File: src/rtl/centroid_pkg.sv
// -----------------------------------------------------------------------------
// centroid_pkg
// Shared definitions for the centroid reporting path:
//   - state_t        : scan state machine encoding (IDLE..DONE)
//   - LOC_W_DEF      : default width of area / coordinate sums and centroids
//   - ID_W_DEF       : default width of object IDs and label counts
//   - centroid_rec_t : one emitted record {id, cx, cy, area}
// -----------------------------------------------------------------------------
`ifndef LOC_SIZE
`define LOC_SIZE 32
`endif
`ifndef WORD_SIZE
`define WORD_SIZE 8
`endif

package centroid_pkg;

    localparam int LOC_W_DEF  = `LOC_SIZE;
    localparam int ID_W_DEF   = `WORD_SIZE;
    localparam int RD_LAT_DEF = 1;

    typedef enum logic [2:0] {
        ST_IDLE,
        ST_ISSUE,
        ST_WAIT,
        ST_CAPTURE,
        ST_DIVIDE,
        ST_EMIT,
        ST_DONE
    } state_t;

    typedef struct packed {
        logic [ID_W_DEF-1:0]  id;
        logic [LOC_W_DEF-1:0] cx;
        logic [LOC_W_DEF-1:0] cy;
        logic [LOC_W_DEF-1:0] area;
    } centroid_rec_t;

endpackage

File: src/rtl/centroid_reader_divider.sv
// -----------------------------------------------------------------------------
// serial_divider
// W-bit restoring unsigned divider, one quotient bit per clock.
// A 'go' pulse loads the operands; exactly W cycles later the quotient is
// final and 'ready' pulses for one cycle. Remainder is not exported.
// Ports:
//   clk, reset_n   clock / asynchronous active-low reset
//   go             load dividend/divisor and start
//   dividend       numerator (sampled on go)
//   divisor        denominator (sampled on go, must be non-zero)
//   quotient       floor(dividend / divisor), valid when ready pulses
//   busy           iteration in progress
//   ready          one-cycle pulse when quotient is final
// -----------------------------------------------------------------------------
module serial_divider #(
    parameter int W = 32
) (
    input  logic         clk,
    input  logic         reset_n,
    input  logic         go,
    input  logic [W-1:0] dividend,
    input  logic [W-1:0] divisor,
    output logic [W-1:0] quotient,
    output logic         busy,
    output logic         ready
);

    localparam int CW = $clog2(W + 1);

    logic [W-1:0]  rem_reg;
    logic [W-1:0]  quo_reg;
    logic [W-1:0]  dvs_reg;
    logic [CW-1:0] cnt_reg;
    logic          busy_reg;
    logic          ready_reg;

    // Partial remainder shifted left with the next dividend bit; the
    // remainder is always below the divisor so W bits suffice, and bit W
    // of the difference is the "would go negative" flag.
    logic [W:0] shifted;
    logic [W:0] diff;

    assign shifted = {rem_reg, quo_reg[W-1]};
    assign diff    = shifted - {1'b0, dvs_reg};

    always_ff @(posedge clk or negedge reset_n) begin
        if (!reset_n) begin
            rem_reg   <= '0;
            quo_reg   <= '0;
            dvs_reg   <= '0;
            cnt_reg   <= '0;
            busy_reg  <= 1'b0;
            ready_reg <= 1'b0;
        end else begin
            ready_reg <= 1'b0;
            if (go) begin
                rem_reg  <= '0;
                quo_reg  <= dividend;
                dvs_reg  <= divisor;
                cnt_reg  <= CW'(W);
                busy_reg <= 1'b1;
            end else if (busy_reg) begin
                // Dividend bits shift out of the top of quo_reg while the
                // quotient bits shift in at the bottom.
                if (!diff[W]) begin
                    rem_reg <= diff[W-1:0];
                end else begin
                    rem_reg <= shifted[W-1:0];
                end
                quo_reg <= {quo_reg[W-2:0], ~diff[W]};
                cnt_reg <= cnt_reg - CW'(1);
                if (cnt_reg == CW'(1)) begin
                    busy_reg  <= 1'b0;
                    ready_reg <= 1'b1;
                end
            end
        end
    end

    assign quotient = quo_reg;
    assign busy     = busy_reg;
    assign ready    = ready_reg;

endmodule

File: src/rtl/centroid_reader.sv
// -----------------------------------------------------------------------------
// centroid_reader
// Walks object IDs 1..num_labels through the connected-components data
// table, divides the x/y coordinate sums by the object area and emits one
// centroid record per live (non-zero area) object on a valid/ready stream.
// Ports:
//   clk, reset_n            clock / asynchronous active-low reset
//   start, num_labels       scan request and label count (sampled when idle)
//   obj_id                  table query address
//   obj_area, obj_x, obj_y  table data, valid RD_LAT cycles after obj_id
//   out_valid, out_ready    record handshake
//   out_id/out_cx/out_cy/out_area  record fields
//   busy, done, reported    scan status and count of records accepted
// -----------------------------------------------------------------------------
module centroid_reader
    import centroid_pkg::*;
#(
    parameter int LOC_W  = LOC_W_DEF,
    parameter int ID_W   = ID_W_DEF,
    parameter int RD_LAT = RD_LAT_DEF
) (
    input  logic             clk,
    input  logic             reset_n,
    input  logic             start,
    input  logic [ID_W-1:0]  num_labels,
    output logic [ID_W-1:0]  obj_id,
    input  logic [LOC_W-1:0] obj_area,
    input  logic [LOC_W-1:0] obj_x,
    input  logic [LOC_W-1:0] obj_y,
    output logic             out_valid,
    input  logic             out_ready,
    output logic [ID_W-1:0]  out_id,
    output logic [LOC_W-1:0] out_cx,
    output logic [LOC_W-1:0] out_cy,
    output logic [LOC_W-1:0] out_area,
    output logic             busy,
    output logic             done,
    output logic [ID_W-1:0]  reported
);

    localparam int CNT_W = 3;

    state_t            state_reg;
    logic [ID_W-1:0]   n_reg;
    logic [ID_W-1:0]   obj_id_reg;
    logic [ID_W-1:0]   reported_reg;
    logic [CNT_W-1:0]  wait_cnt_reg;
    logic [LOC_W-1:0]  area_reg;
    logic              out_valid_reg;
    logic [ID_W-1:0]   out_id_reg;
    logic [LOC_W-1:0]  out_cx_reg;
    logic [LOC_W-1:0]  out_cy_reg;
    logic [LOC_W-1:0]  out_area_reg;
    logic              busy_reg;
    logic              done_reg;

    // Divider lane 0 handles x, lane 1 handles y. Both are launched straight
    // from the table data in CAPTURE so the quotient lands LOC_W cycles later.
    logic              div_go;
    logic              div_done;
    logic [LOC_W-1:0]  div_dividend [2];
    logic [LOC_W-1:0]  div_quotient [2];
    logic              div_busy     [2];
    logic              div_ready    [2];

    assign div_go          = (state_reg == ST_CAPTURE) && (obj_area != '0);
    assign div_dividend[0] = obj_x;
    assign div_dividend[1] = obj_y;
    assign div_done        = div_ready[0] & div_ready[1] & ~div_busy[0] & ~div_busy[1];

    generate
        for (genvar gi = 0; gi < 2; gi++) begin : g_div
            serial_divider #(
                .W(LOC_W)
            ) u_div (
                .clk      (clk),
                .reset_n  (reset_n),
                .go       (div_go),
                .dividend (div_dividend[gi]),
                .divisor  (obj_area),
                .quotient (div_quotient[gi]),
                .busy     (div_busy[gi]),
                .ready    (div_ready[gi])
            );
        end
    endgenerate

    always_ff @(posedge clk or negedge reset_n) begin
        if (!reset_n) begin
            state_reg     <= ST_IDLE;
            n_reg         <= '0;
            obj_id_reg    <= '0;
            reported_reg  <= '0;
            wait_cnt_reg  <= '0;
            area_reg      <= '0;
            out_valid_reg <= 1'b0;
            out_id_reg    <= '0;
            out_cx_reg    <= '0;
            out_cy_reg    <= '0;
            out_area_reg  <= '0;
            busy_reg      <= 1'b0;
            done_reg      <= 1'b0;
        end else begin
            done_reg <= 1'b0;
            case (state_reg)
                ST_IDLE: begin
                    if (start) begin
                        n_reg        <= num_labels;
                        reported_reg <= '0;
                        if (num_labels == '0) begin
                            // Empty table: finish straight away.
                            state_reg <= ST_DONE;
                            done_reg  <= 1'b1;
                            busy_reg  <= 1'b0;
                        end else begin
                            busy_reg   <= 1'b1;
                            obj_id_reg <= ID_W'(1);
                            state_reg  <= ST_ISSUE;
                        end
                    end
                end

                ST_ISSUE: begin
                    // ISSUE itself covers the first latency cycle.
                    wait_cnt_reg <= CNT_W'(RD_LAT - 1);
                    state_reg    <= (RD_LAT == 1) ? ST_CAPTURE : ST_WAIT;
                end

                ST_WAIT: begin
                    if (wait_cnt_reg <= CNT_W'(1)) begin
                        state_reg <= ST_CAPTURE;
                    end else begin
                        wait_cnt_reg <= wait_cnt_reg - CNT_W'(1);
                    end
                end

                ST_CAPTURE: begin
                    area_reg <= obj_area;
                    if (obj_area == '0) begin
                        // Label merged away: no record, move on.
                        if (obj_id_reg == n_reg) begin
                            state_reg  <= ST_DONE;
                            done_reg   <= 1'b1;
                            busy_reg   <= 1'b0;
                            obj_id_reg <= '0;
                        end else begin
                            obj_id_reg <= obj_id_reg + ID_W'(1);
                            state_reg  <= ST_ISSUE;
                        end
                    end else begin
                        state_reg <= ST_DIVIDE;
                    end
                end

                ST_DIVIDE: begin
                    if (div_done) begin
                        out_valid_reg <= 1'b1;
                        out_id_reg    <= obj_id_reg;
                        out_cx_reg    <= div_quotient[0];
                        out_cy_reg    <= div_quotient[1];
                        out_area_reg  <= area_reg;
                        state_reg     <= ST_EMIT;
                    end
                end

                ST_EMIT: begin
                    // Fields stay registered and untouched until accepted.
                    if (out_ready) begin
                        out_valid_reg <= 1'b0;
                        reported_reg  <= reported_reg + ID_W'(1);
                        if (obj_id_reg == n_reg) begin
                            state_reg  <= ST_DONE;
                            done_reg   <= 1'b1;
                            busy_reg   <= 1'b0;
                            obj_id_reg <= '0;
                        end else begin
                            obj_id_reg <= obj_id_reg + ID_W'(1);
                            state_reg  <= ST_ISSUE;
                        end
                    end
                end

                ST_DONE: begin
                    // done/busy/obj_id were updated on entry; just return.
                    state_reg <= ST_IDLE;
                end

                default: begin
                    state_reg <= ST_IDLE;
                end
            endcase
        end
    end

    assign obj_id    = obj_id_reg;
    assign out_valid = out_valid_reg;
    assign out_id    = out_id_reg;
    assign out_cx    = out_cx_reg;
    assign out_cy    = out_cy_reg;
    assign out_area  = out_area_reg;
    assign busy      = busy_reg;
    assign done      = done_reg;
    assign reported  = reported_reg;

endmodule

File: config.mk
export PLATFORM = sky130hd
export DESIGN_NAME = centroid_reader
export DESIGN_NICKNAME = d
export VERILOG_FILES = /design/src/rtl/centroid_pkg.sv /design/src/rtl/centroid_reader_divider.sv /design/src/rtl/centroid_reader.sv
export SDC_FILE = /design/constraint.sdc
export NUM_CORES = 1
export LEC_CHECK = 0
export ABC_AREA = 1
export CAP_MARGIN = 30
export CORE_UTILIZATION = 52
export CTS_CLUSTER_DIAMETER = 100
export DETAILED_ROUTE_END_ITERATION = 8
export PLACE_DENSITY = 0.82
export SYNTH_ARGS = -nofsm -noshare
export SYNTH_HDL_FRONTEND = slang
export SYNTH_SLANG_ARGS = --single-unit
File: constraint.sdc
create_clock -name clk -period 2.36 [get_ports clk]
set_input_delay 0.472 -clock clk [delete_from_list [all_inputs] [get_ports clk]]
set_output_delay 0.472 -clock clk [all_outputs]
set_load 0.02 [all_outputs]
Word level (Yosys, flattened, before mapping)
Cells that the tools add are included.
{ "word_totals": {"ram_bits": 0, "inputBits": 108, "n_memories": 0, "romBits": 0, "out_inout_bits": 123, "regBits": 345, "latch_bits": 0, "word_cells": 133} }
{ "classes": {"n_reduce_logical": 19, "shift": 0, "n_div": 0, "eq_ne": 15, "n_lt_le_gt_ge": 1, "bitwise_logic": 7, "addsub": 7, "mux": 60, "n_mul": 0} }
{ "ops": {"columns": ["cell", "count"], "rows": [
  ["$mux 32", 10],
  ["$sub 33x32->33", 2],
  ["$mux 8", 7],
  ["$logic_not 32->1", 1],
  ["$reduce_bool 32->1", 1],
  ["$mux 1", 24],
  ["$mux 3", 8],
  ["$mux 6", 4],
  ["$pmux 8 s3", 1],
  ["$pmux 3 s6", 1],
  ["$add 8x1->8 const B", 2],
  ["$pmux 8 s2", 1],
  ["$eq 6x1->1 const B", 2],
  ["$ne 2x2->1 const B", 6],
  ["$sub 6x1->6 const B", 2],
  ["$reduce_bool 2->1", 5],
  ["$eq 8x8->1", 1],
  ["$logic_not 8->1", 1],
  ["$reduce_and 4->1", 2],
  ["$eq 3x2->1 const B", 2],
  ["$eq 3x3->1 const B", 2],
  ["$pmux 1 s3", 2],
  ["$pmux 3 s2", 1],
  ["$reduce_and 2->1", 3],
  ["12 further kinds", 18]
]} }

Logic depth before layout (Yosys ltp)
{ "logic_depth": {"word_depth": 5, "ltp_mapped": 18, "ltp_nobuf": 18} }

By module
Synthesis repeated with hierarchy kept, for this count alone.
{ "unflattened": {"cells_unflattened": 2788, "hier_area_um2": 21359.2} }
{ "by_module_without_submodules": {"columns": ["module", "seq_area_each_um2", "instances", "area_each_um2", "cells_per_inst"], "rows": [
  ["centroid_reader", 4229.1, 1, 7176.9, 683],
  ["serial_divider at g_div[1].u_div", 2602.5, 1, 7148.1, 1064],
  ["serial_divider at g_div[0].u_div", 2602.5, 1, 7034.2, 1041]
]} }

Worst setup path before layout
OpenSTA, ideal clock, no wires.
{ "synth_timing": {"kind": "reg-to-reg", "from": "register g_div[1].u_div.quo_reg[31]", "to": "register g_div[1].u_div.rem_reg[25]", "t_arrival_ns": 2.116, "slack_ns": 0.128, "t_required_ns": 2.244, "stages_incl_launch_ff": 18, "synth_period_minus_slack_ns": 2.232, "setup_time_ns": 0.116, "n_path_buf": 1, "path_cell_list": "dfrtp_1 inv_1 ha_1 inv_1 fa_1 nand2_1 nand2_1 nand3_1 nand2_1 nand2_1 nand2_2 nand2_2 nand3_1 nand2_2 buf_4 nand3_1 nand2_1 nand2_1"} }
{ "synth_between": {"elab_chain_cells": 4} }
{ "synth_lines": {"columns": ["item", "line_no", "source"], "rows": [
  ["start: declaration", "centroid_reader_divider.sv:31", "logic [W-1:0] quo_reg;"],
  ["start signal: assignment", "centroid_reader_divider.sv:58", "quo_reg <= dividend;"],
  ["start signal: assignment", "centroid_reader_divider.sv:70", "quo_reg <= {quo_reg[W-2:0], ~diff[W]};"],
  ["$sub 33x32->33", "centroid_reader_divider.sv:44", "assign diff = shifted - {1'b0, dvs_reg};"],
  ["$mux 32", "centroid_reader_divider.sv:65", "if (!diff[W]) begin"],
  ["$mux 32", "centroid_reader_divider.sv:62", "end else if (busy_reg) begin"],
  ["$mux 32", "centroid_reader_divider.sv:56", "if (go) begin"],
  ["end signal: assignment", "centroid_reader_divider.sv:66", "rem_reg <= diff[W-1:0];"],
  ["end signal: assignment", "centroid_reader_divider.sv:68", "rem_reg <= shifted[W-1:0];"],
  ["end: declaration", "centroid_reader_divider.sv:30", "logic [W-1:0] rem_reg;"]
]} }
No other way between the ends. The select of a mux whose other input is x is not followed.
A chain may end at the register's enable or synchronous reset.

==> run metrics <==
Critical Path AT=2.83 ns; GRT overflow=0; Max clock buf depth=3; 1st-iter DRT viols=1360; sequential fraction of the synthesis area=44.1%; mapped cell area=19600 um2; skew final=0.0140 ns; Worst Hold Class=in2async; Reg2Reg Launch Point=g_div[1].u_div.dvs_reg[27]$_DFFE_PN0P_; Core Rows=70; final setup fails=3; final layout net count=3229; Power Total=43.5 mW; vias in the first global route=18500; relative slew slack=53.6%; Reg clk slew, reported paths=0.06 ns; Die H=196 um; drt total wl=62800 um; crit path kind=reg2reg; synth top area cells=dfrtp_1 44%, nand2_1 18%, inv_1 8.5%; Peak Freq=420 MHz; CTS tree=built; number of synthesized register bits=345; Slew Viols, Final=0; Critical Path End Type=register; most used cell, CP=nand2_1; first-pass iteration count of the detailed router=6; pwr/cell area=1680 nW/um2; cell taking the most area after synthesis=dfrtp_1; post-synth top area share=44.1%; first-pass GRT wire length=96800 um; port buffer count=230; Synth Area in Compound Gates=10.2%; simple-gate share of the synthesized area=27.9%; ys async rst share=100%; Worst Tran Pin Value=0.696 ns; Residual DRC=0; IO Pins=231; post-route cell area=25800 um2; outcome=complete, but fails checks; synthesized area per cell=7.32 um2; failing checks=negative setup slack; xor/xnor share of the synthesized area=2.15%; final hold violations=0; via count=19100; Final GP Congestion=0.960; crit-path leading delay family=simple AND/OR/NAND/NOR gates; Cell variety after synth=42; Synth top cells by count=964 x nand2_1, 446 x inv_1, 345 x dfrtp_1; Max Cap Viol=0; crit path launch type=register; Crit. Startpoint=g_div[1].u_div.dvs_reg[27]$_DFFE_PN0P_; largest net degree at the start of global routing=165; hpwl dp=45200 um; Area Growth Syn to Fin=32.0%; worst r2r path cells=13; fin crit period=2.38 ns; share of cells above drive strength 1=14.3%; number of synthesized flops with an enable pin=0; H-tree lvl count=2; crit path cell chain=inv_1 -> ha_1 -> nand2_1 -> inv_1 -> nand2_1 -> nor3_4 -> buf_4 -> a21oi_4 -> nand3_4 -> nand2_4 -> nand2_1 -> nand3_1 -> nand2_1; area of the core=36900 um2; largest family of logic cells by synthesized area=simple AND/OR/NAND/NOR gates; vias per cell=5.34; Cells after Synth=2675; Post-synth top flop=dfrtp_1; Inserted Diodes=0; slowest CP cell=dfrtp_1; die area=38400 um2; YS warnings=0; placed cell areas=23600 um2; RSZ-0062 raised after global routing=true; initial antenna violation count=0; Routed Antenna Nets=0; initial core utilization=53.1%; CTS sink count=345; worst hold slack=0.414 ns; clock root cell=clkbuf_16; worst skew pair latency=0.56 ns; crit-path max FO=6; Tot GR Track Use=31.9%; Post-Synth Adder-Cell Area=4.81%; final worst setup slack=-0.0192 ns; worst path bufs/invs=3; DR WL/cell=17.6 um; Syn Nets=2857; fin crit share=101%; leak pwr=13.1 nW; Util after Layout=70.1%; number of fill cells in the layout=2868; Crit path depth=13; Peak VDD IR=1.29 mV; CTS buffer count=38; CP required=2.81 ns; mux share of post-synthesis cell area=0%; Die Width=196 um; Critical Path Max Stage Delay=0.36 ns; most numerous cell in the Yosys netlist=nand2_1
==> power breakdown <==
group / internal, mW / switching [mW]
sequential: 7.91 / 1.16
clock: 3.62 / 2.44
combinational: 11.2 / 17.1
==> worst reg2reg max path, stage by stage (launching register included) <==
cell and delay (ns):
dfrtp_1 0.36, inv_1 0.15, ha_1 0.28, nand2_1 0.10, inv_1 0.06, nand2_1 0.15, nor3_4 0.07, buf_4 0.15
a21oi_4 0.24, nand3_4 0.26, nand2_4 0.25, nand2_1 0.07, nand3_1 0.08, nand2_1 0.05
==> final timing paths <==
path | to | slack, ns
worst max-delay path | g_div[0].u_div.rem_reg[19]$_DFFE_PN0P_ | -0.02
worst min-delay path | n_reg[5]$_DFFE_PN0P_ | 0.41
max in group asynchronous | g_div[0].u_div.quotient[10]$_DFFE_PN0P_ | 1.19
min in group clk | out_cy[29]$_DFFE_PN0P_ | 0.48
worst max register to register | g_div[0].u_div.rem_reg[19]$_DFFE_PN0P_ | -0.02
worst min register to register | out_cy[29]$_DFFE_PN0P_ | 0.48
==> kinds of logic after synthesis <==
family,after synthesis
AOI/OAI and AO/OA,339
DFF,345
xor gates and xnor gates,48
buffers and inverters,533
and+or+nand+nor,1336
adders and majority gates,74
==> timing repair <==
| item | in CTS | in global routing |
|---|---|---|
| pin swaps | 10 | 46 |
| cloned | 1 | 6 |
| gates resized for setup | 29 | 176 |
| endpoints found under the setup margin | 66 | 66 |
| hold buffers | 1 | 0 |
| hold endpoints to repair | 43 | 0 |
| buffers inserted | 3 | 6 |
==> placed cells by master (no fill, tap or decap), drive strengths merged, types with 13 or more instances in the layout <==
cell type and count:
nand2 983, ha 72, clkdlybuf4s50 229, o21ai 206, nand4 23, nor2 145, xor2 13, buf 173
inv 455, nand3 137, o221ai 61, xnor2 35, dfrtp 345, a21oi 54, clkbuf 54, nor3 28
==> per-stage QoR <==
step / setup TNS (ns) / setup slack (ns) / instances
global placement: -26.07 / -0.239 / 3494
floorplan: 0 / 0.128 / 2675
CTS: -0.0519 / -0.0127 / 3563
finish: -0.0408 / -0.0192 / 3575
global route: -4.87 / -0.154 / 3575
detailed placement: -32.51 / -0.278 / 3494
==> area by class of cell <==
type	instances	area (um2)	share of cell area [%]
multi-input combinational	1800	9630	37.3
sequential	345	8630	33.4
timing repair buffer	406	3980	15.4
inverter	456	1720	6.65
clock buffer	51	1070	4.14
tap	504	631	2.44
clock inverter	13	178	0.688
==> per-layer routing <==
layer  GRT usage, %  share of wire, %  vias to the layer above
li1               -                 -                     9118
met1           40.9                40                     9097
met2           54.2                48                      698
met3           5.04               7.6                      167
met4           12.5               3.9                        0
met5              0                 0                        -
No activity file was read; power rests on OpenSTA's default activity.
